--- src/rtl/map_generate_pkg.sv ---
// map_generate_pkg: board geometry, screen codes, cell codes and FSM states shared by the board generator.
package map_generate_pkg;
    localparam int MAP_HEIGHT      = 8;
    localparam int MAP_WIDTH       = 8;
    localparam int MAP_CELL_LENGTH = 4;
    localparam int MINE_NUM        = 10;
    localparam int CELLS           = MAP_HEIGHT * MAP_WIDTH;
    localparam int IDX_W           = $clog2(CELLS);
    localparam int CNT_W           = $clog2(MINE_NUM + 1);
    localparam logic [15:0] LFSR_SEED = 16'hACE1;
    localparam logic [2:0] SCREEN_BOOT = 3'd0;
    localparam logic [2:0] SCREEN_MENU = 3'd1;
    localparam logic [2:0] SCREEN_GAME = 3'd2;
    localparam logic [2:0] SCREEN_WIN  = 3'd3;
    localparam logic [2:0] SCREEN_LOSE = 3'd4;
    localparam logic [MAP_CELL_LENGTH-1:0] CELL_MINE = 4'd9;
    typedef enum logic [1:0] {IDLE, PLACE, COUNT, DONE} state_t;
endpackage

--- src/rtl/map_generate_if.sv ---
// map_generate_if: screen code in, flattened board and mine bitmap out.
interface map_generate_if;
    import map_generate_pkg::*;
    logic [2:0]                       screen_state_i;
    logic [MAP_CELL_LENGTH*CELLS-1:0] map_o;
    logic [CELLS-1:0]                 map_mine_o;
    modport master (input screen_state_i, output map_o, map_mine_o);
    modport slave  (output screen_state_i, input map_o, map_mine_o);
endinterface

--- src/rtl/map_generate_lfsr.sv ---
// map_lfsr: 16-bit Galois LFSR (x^16+x^14+x^13+x^11) with synchronous seed reload.
module map_lfsr #(
    parameter logic [15:0] SEED = 16'hACE1
) (
    input  logic        clk,
    input  logic        rst_n,
    input  logic        load,
    output logic [15:0] q
);
    always_ff @(posedge clk or negedge rst_n)
        if (!rst_n) q <= SEED;
        else        q <= load ? SEED : ({1'b0, q[15:1]} ^ (q[0] ? 16'hB400 : 16'h0000));
endmodule

--- src/rtl/map_generate.sv ---
// map_generate: Minesweeper board generator placing MINE_NUM random mines, then neighbour counts.
// Define MAP_FIXED_SEED_EN to reload the LFSR seed on every trigger for reproducible boards.
module map_generate
    import map_generate_pkg::*;
(
    input  logic           clk,
    input  logic           rst_n,
    map_generate_if.master bus
);
    logic [15:0]                      lfsr;
    logic [2:0]                       prev_state;
    state_t                           state_q, state_d;
    logic [CNT_W-1:0]                 cnt;
    logic [CELLS-1:0]                 mine_q;
    logic [MAP_CELL_LENGTH*CELLS-1:0] map_q, count_map;
    logic [IDX_W-1:0]                 idx;
    logic trigger, hit, keep_board, reload, clear, place, load_map;
    logic [MAP_HEIGHT+1:0][MAP_WIDTH+1:0] pad;

    assign idx        = lfsr[IDX_W-1:0];
    assign trigger    = bus.screen_state_i == SCREEN_GAME && prev_state != SCREEN_GAME;
    assign hit        = {1'b0, idx} < (IDX_W+1)'(CELLS) && !mine_q[idx];
    assign keep_board = bus.screen_state_i == SCREEN_GAME || bus.screen_state_i == SCREEN_WIN ||
                        bus.screen_state_i == SCREEN_LOSE;
    assign bus.map_o      = map_q;
    assign bus.map_mine_o = mine_q;
`ifdef MAP_FIXED_SEED_EN
    assign reload = trigger;
`else
    assign reload = 1'b0;
`endif

    map_lfsr #(.SEED(LFSR_SEED)) u_lfsr (.clk(clk), .rst_n(rst_n), .load(reload), .q(lfsr));

    // Zero border around the grid so edge cells need no special casing.
    always_comb begin
        pad = '0;
        for (int r = 0; r < MAP_HEIGHT; r++)
            for (int c = 0; c < MAP_WIDTH; c++)
                pad[r+1][c+1] = mine_q[r*MAP_WIDTH+c];
    end

    for (genvar r = 0; r < MAP_HEIGHT; r++) begin : g_row
        for (genvar c = 0; c < MAP_WIDTH; c++) begin : g_col
            logic [MAP_CELL_LENGTH-1:0] n;
            assign n = MAP_CELL_LENGTH'(pad[r][c])   + MAP_CELL_LENGTH'(pad[r][c+1])   +
                       MAP_CELL_LENGTH'(pad[r][c+2]) + MAP_CELL_LENGTH'(pad[r+1][c])   +
                       MAP_CELL_LENGTH'(pad[r+1][c+2]) + MAP_CELL_LENGTH'(pad[r+2][c]) +
                       MAP_CELL_LENGTH'(pad[r+2][c+1]) + MAP_CELL_LENGTH'(pad[r+2][c+2]);
            assign count_map[(r*MAP_WIDTH+c)*MAP_CELL_LENGTH +: MAP_CELL_LENGTH] =
                mine_q[r*MAP_WIDTH+c] ? CELL_MINE : n;
        end
    end

    always_comb begin
        state_d  = state_q;
        clear    = 1'b0;
        place    = 1'b0;
        load_map = 1'b0;
        case (state_q)
            IDLE:  if (trigger) begin clear = 1'b1; state_d = PLACE; end
            PLACE: if (bus.screen_state_i != SCREEN_GAME) begin
                       clear   = 1'b1;
                       state_d = IDLE;
                   end else if (hit) begin
                       place   = 1'b1;
                       state_d = cnt == CNT_W'(MINE_NUM - 1) ? COUNT : PLACE;
                   end
            COUNT: begin load_map = 1'b1; state_d = DONE; end
            DONE:  if (trigger) begin
                       clear   = 1'b1;
                       state_d = PLACE;
                   end else if (!keep_board) begin
                       clear   = 1'b1;
                       state_d = IDLE;
                   end
            default: state_d = IDLE;
        endcase
    end

    always_ff @(posedge clk or negedge rst_n)
        if (!rst_n) begin
            state_q    <= IDLE;
            prev_state <= SCREEN_BOOT;
            cnt        <= '0;
            mine_q     <= '0;
            map_q      <= '0;
        end else begin
            state_q    <= state_d;
            prev_state <= bus.screen_state_i;
            if (clear) begin
                cnt    <= '0;
                mine_q <= '0;
                map_q  <= '0;
            end else begin
                if (place) begin
                    mine_q[idx] <= 1'b1;
                    cnt         <= cnt + 1'b1;
                end
                if (load_map) map_q <= count_map;
            end
        end
endmodule

--- src/flat_wrapper.sv ---
// flat-port wrapper written by rule: the top's interface ports become plain ports
module map_generate_flat import map_generate_pkg::*;
  (clk, rst_n, bus_screen_state_i, bus_map_o, bus_map_mine_o);
  map_generate_if bus_i ();
  input  logic clk;
  input  logic rst_n;
  input wire logic [$bits(bus_i.screen_state_i)-1:0] bus_screen_state_i;
  output wire logic [$bits(bus_i.map_o)-1:0] bus_map_o;
  output wire logic [$bits(bus_i.map_mine_o)-1:0] bus_map_mine_o;
  assign bus_i.screen_state_i = bus_screen_state_i;
  assign bus_map_o = bus_i.map_o;
  assign bus_map_mine_o = bus_i.map_mine_o;
  map_generate u_core (.clk(clk), .rst_n(rst_n), .bus(bus_i));
endmodule
--- config.mk ---
export PLATFORM = sky130hd
export DESIGN_NAME = map_generate_flat
export DESIGN_NICKNAME = d
export VERILOG_FILES = /design/src/rtl/map_generate_pkg.sv /design/src/rtl/map_generate_if.sv /design/src/rtl/map_generate_lfsr.sv /design/src/rtl/map_generate.sv /design/src/flat_wrapper.sv
export SDC_FILE = /design/constraint.sdc
export NUM_CORES = 1
export LEC_CHECK = 0
export ABC_AREA = 1
export BUFFER_PORTS_ARGS = -buffer_cell sky130_fd_sc_hd__buf_2
export CORE_MARGIN = 1.5
export CORE_UTILIZATION = 45
export CTS_CLUSTER_SIZE = 25
export DETAILED_ROUTE_END_ITERATION = 8
export PLACE_DENSITY = 0.65
export SLEW_MARGIN = 15
export SYNTH_ARGS = -nofsm -noshare
export SYNTH_HDL_FRONTEND = slang
export SYNTH_SLANG_ARGS = --single-unit
--- constraint.sdc ---
create_clock -name clk -period 4 [get_ports clk]
set_input_delay 0.8 -clock clk [delete_from_list [all_inputs] [get_ports clk]]
set_output_delay 0.8 -clock clk [all_outputs]
set_load 0.02 [all_outputs]
==> impl_metrics.csv <==
group,metric,value,unit
clocking,clock_sinks,345,
synth,synth_compound_area_frac,0.0990,
critical_path,cp_max_fo,8,
pwr,p_leak,13.8,nW
layout,diodes,0,
placed_design,gp_congestion,0.916,
global_routing,grt_antenna_before_repair,0,
critical_path,slowest_delay,0.78,ns
critical_path,arrival,4.12,ns
run,drv_cap,0,
synth,synthTopCellsByCount,"inv_1, dfrtp_1, nand3_1",
sta,finalMaxSlewViolations,0,
clocking,cts_setup_buffers,0,
clocking,cts_root_buffer,"clkbuf_16",
sta,fin_setup_tns,0,ns
synth,async_flop_share,1.00,
critical_path,cp_data_required_time,4.48,ns
clocking,clock_path_buffers,3,
synth,netlist_instances,2263,
synth,synth_area,0.0219,mm2
placed_design,pre_cts_ws,0.492,ns
sta,finalCritPeriodShare,0.908,
drt,dr.pass1.iters,5,
drt,dr_total_vias,17866,
sta,skew,0.0193,ns
global_routing,gr-total-overflow,0,
floorplanning,core,0.0479,mm2
synth,synth_edf_count,0,
synth,synth_nets,2627,
synth,yosysMostFrequentCell,"inv_1",
critical_path,crit_chain,"inv_1 -> fa_1 -> fa_1 -> inv_1 -> fa_1 -> inv_1 -> fa_1 -> o21ai_0",
synth,avgSynthCellArea,9.70,um2
critical_path,cp-start-kind,"register",
floorplanning,die-area,0.0501,mm2
sta,whs,0.305,ns
sta,timing.final.ws_setup,0.367,ns
layout,nets,2938,
clocking,cts_resized,0,
global_routing,grt_pass1_wl,109,mm
drt,vias_per_cell,5.55,
synth,ys.flop_type,"dfrtp_1",
sta,slew_headroom,0.214,
pwr,max-vdd-ir-drop,0.456,mV
sta,period_minus_slack,3.63,ns
synth,ys_warn_count,0,
drt,ant_nets,0,
clocking,insertion_delay,0.57,ns
layout,finalNonFillerCells,3221,
critical_path,critPathSlowestCell,"dfrtp_1",
drt,drc,0,
synth,synth_top_family_by_area,"adder cells",
sta,tightest_slew,1.18,ns
sta,finalHoldViolCount,0,
synth,synth_top_cell_by_area,"dfrtp_1",
pwr,total_power,8.31,mW
sta,fmax,275,MHz
placed_design,dpl-instance-area,0.0243,mm2
clocking,cts_hold_buf,0,
critical_path,crit_top_cell,"fa_1",
drt,wl,70.7,mm
floorplanning,die_h,224,um
pwr,powerDensity,323,mW/mm2
global_routing,grt_max_degree,234,
synth,synth_xor_xnor_area_share,0.0164,
placed_design,place_inst,3146,
floorplanning,die_x,224,um
critical_path,critPathCaptureType,"register",
clocking,clk_pin_slew,0.06,ns
worst_hold_path,hold_class,"in -> async",
clocking,htree_levels,2,
synth,synth_top_cell_area_share,0.384,
floorplanning,fp-row-count,80,
sta,rsz0062_at_grt,"no",
placed_design,place_hpwl,50.8,mm
synth,synth.area.top_cells,"dfrtp_1, fa_1, ha_1",
synth,ys_seq_area_frac,0.394,
layout,utilization,0.536,
global_routing,grt_usage,0.287,
outcome,status,"finished clean",
clocking,cts_tree,"yes",
clocking,cts_buffers,41,
floorplanning,start_util,0.458,
placed_design,io_buffers,324,
synth,synth_seq_cells,345,
drt,wl_per_cell,22.0,um
synth,synth.distinct_cells,30,
synth,synth-simple-area-share,0.129,
layout,areaGrowthSynthToFinish,17.1,%
layout,final_area,0.0257,mm2
drt,drtIter0Drc,1345,
critical_path,crit_type,"reg -> reg",
global_routing,grt_pass1_vias,18296,
synth,synth_fa_ha_area_frac,0.272,
synth,muxShareOfSynthArea,0,
floorplanning,ios,325,
layout,drive_above_1_share,0.180,
sta,final-setup-viol-count,0,
cells in the final DEF (no fill, tap or decap), types with 2 or more instances in the layout:
cell type | netlist | routed
clkbuf_1 | 58 | 4
nor3_2 | 2 | 2
nor3_4 | 6 | 6
a21o_1 | 36 | 36
clkbuf_8 | 0 | 7
dfstp_2 | 8 | 8
nor2_2 | 4 | 2
nor2_4 | 0 | 2
dfrtp_1 | 337 | 337
buf_12 | 0 | 7
nand3_1 | 332 | 332
o21ai_0 | 268 | 268
bufinv_16 | 0 | 4
buf_4 | 4 | 37
a31o_2 | 4 | 4
fa_1 | 196 | 196
clkinv_2 | 0 | 10
nand2_1 | 225 | 224
clkbuf_16 | 0 | 43
inv_6 | 0 | 2
inv_1 | 390 | 388
xor2_1 | 41 | 41
nor2_1 | 44 | 44
buf_2 | 21 | 323
a21oi_1 | 40 | 40
ha_1 | 163 | 163
clkinvlp_4 | 0 | 6
o21ai_1 | 59 | 59
report_power, final:
group	switching [mW]	leakage, nW	internal [mW]
sequential	0.0181	4.78	3.50
clock	1.59	0.687	2.36
combinational	0.699	8.33	0.142
layout make-up:
type / count / area, um2
Multi-Input combinational cell: 1426 / 11300
Timing Repair Buffer: 368 / 2050
Clock buffer: 54 / 1190
Clock inverter: 21 / 228
Inverter: 392 / 1480
Fill cell: 4331 / 22300
Tap cell: 615 / 769
Sequential cell: 345 / 8640
cells by family (layout without fill, tap and decap cells):
family,after synthesis,in the layout
compound gates,411,411
xor+xnor,41,41
fa+ha+maj,359,359
buf+inv,492,835
flops,345,345
simple gates,615,615
critical path, delay by kind of cell, from the launching register on:
kind / cells / cell delay, ns
adders and majority gates: 4 / 1.98
DFF: 1 / 0.78
buffers and inverters: 3 / 0.62
AOI/OAI and AO/OA: 1 / 0.16
final timing paths:
check | from | to | slack (ns) | cells after the start
max in group asynchronous | rst_n | u_core.bus.map_o[84] | 2.63 | 2
max | u_core.bus.map_mine_o[19] | u_core.bus.map_o[105] | 0.37 | 8
max reg2reg | u_core.bus.map_mine_o[19] | u_core.bus.map_o[105] | 0.37 | 8
min | rst_n | u_core.bus.map_o[142] | 0.31 | 1
min in group clk | u_core.u_lfsr.q[12] | u_core.u_lfsr.q[11] | 0.35 | 0
min reg2reg | u_core.u_lfsr.q[12] | u_core.u_lfsr.q[11] | 0.35 | 0
layer usage:
metal | track usage | share of wire | wire (um)
met2 | 0.466 | 0.48 | 33900
met5 | 0 | 0 | 0
met1 | 0.388 | 0.42 | 29800
met4 | 0.102 | 0.034 | 2410
met3 | 0.0474 | 0.065 | 4600
sequential cells by signal, indices dropped and copies added, names as in the netlist, named ones only:
register               flops
u_core.bus.map_o         256
u_core.u_lfsr.q           16
u_core.state_q             1
u_core.bus.map_mine_o     64
u_core.prev_state          3
u_core.cnt                 4
No activity file was read; power rests on OpenSTA's default activity.
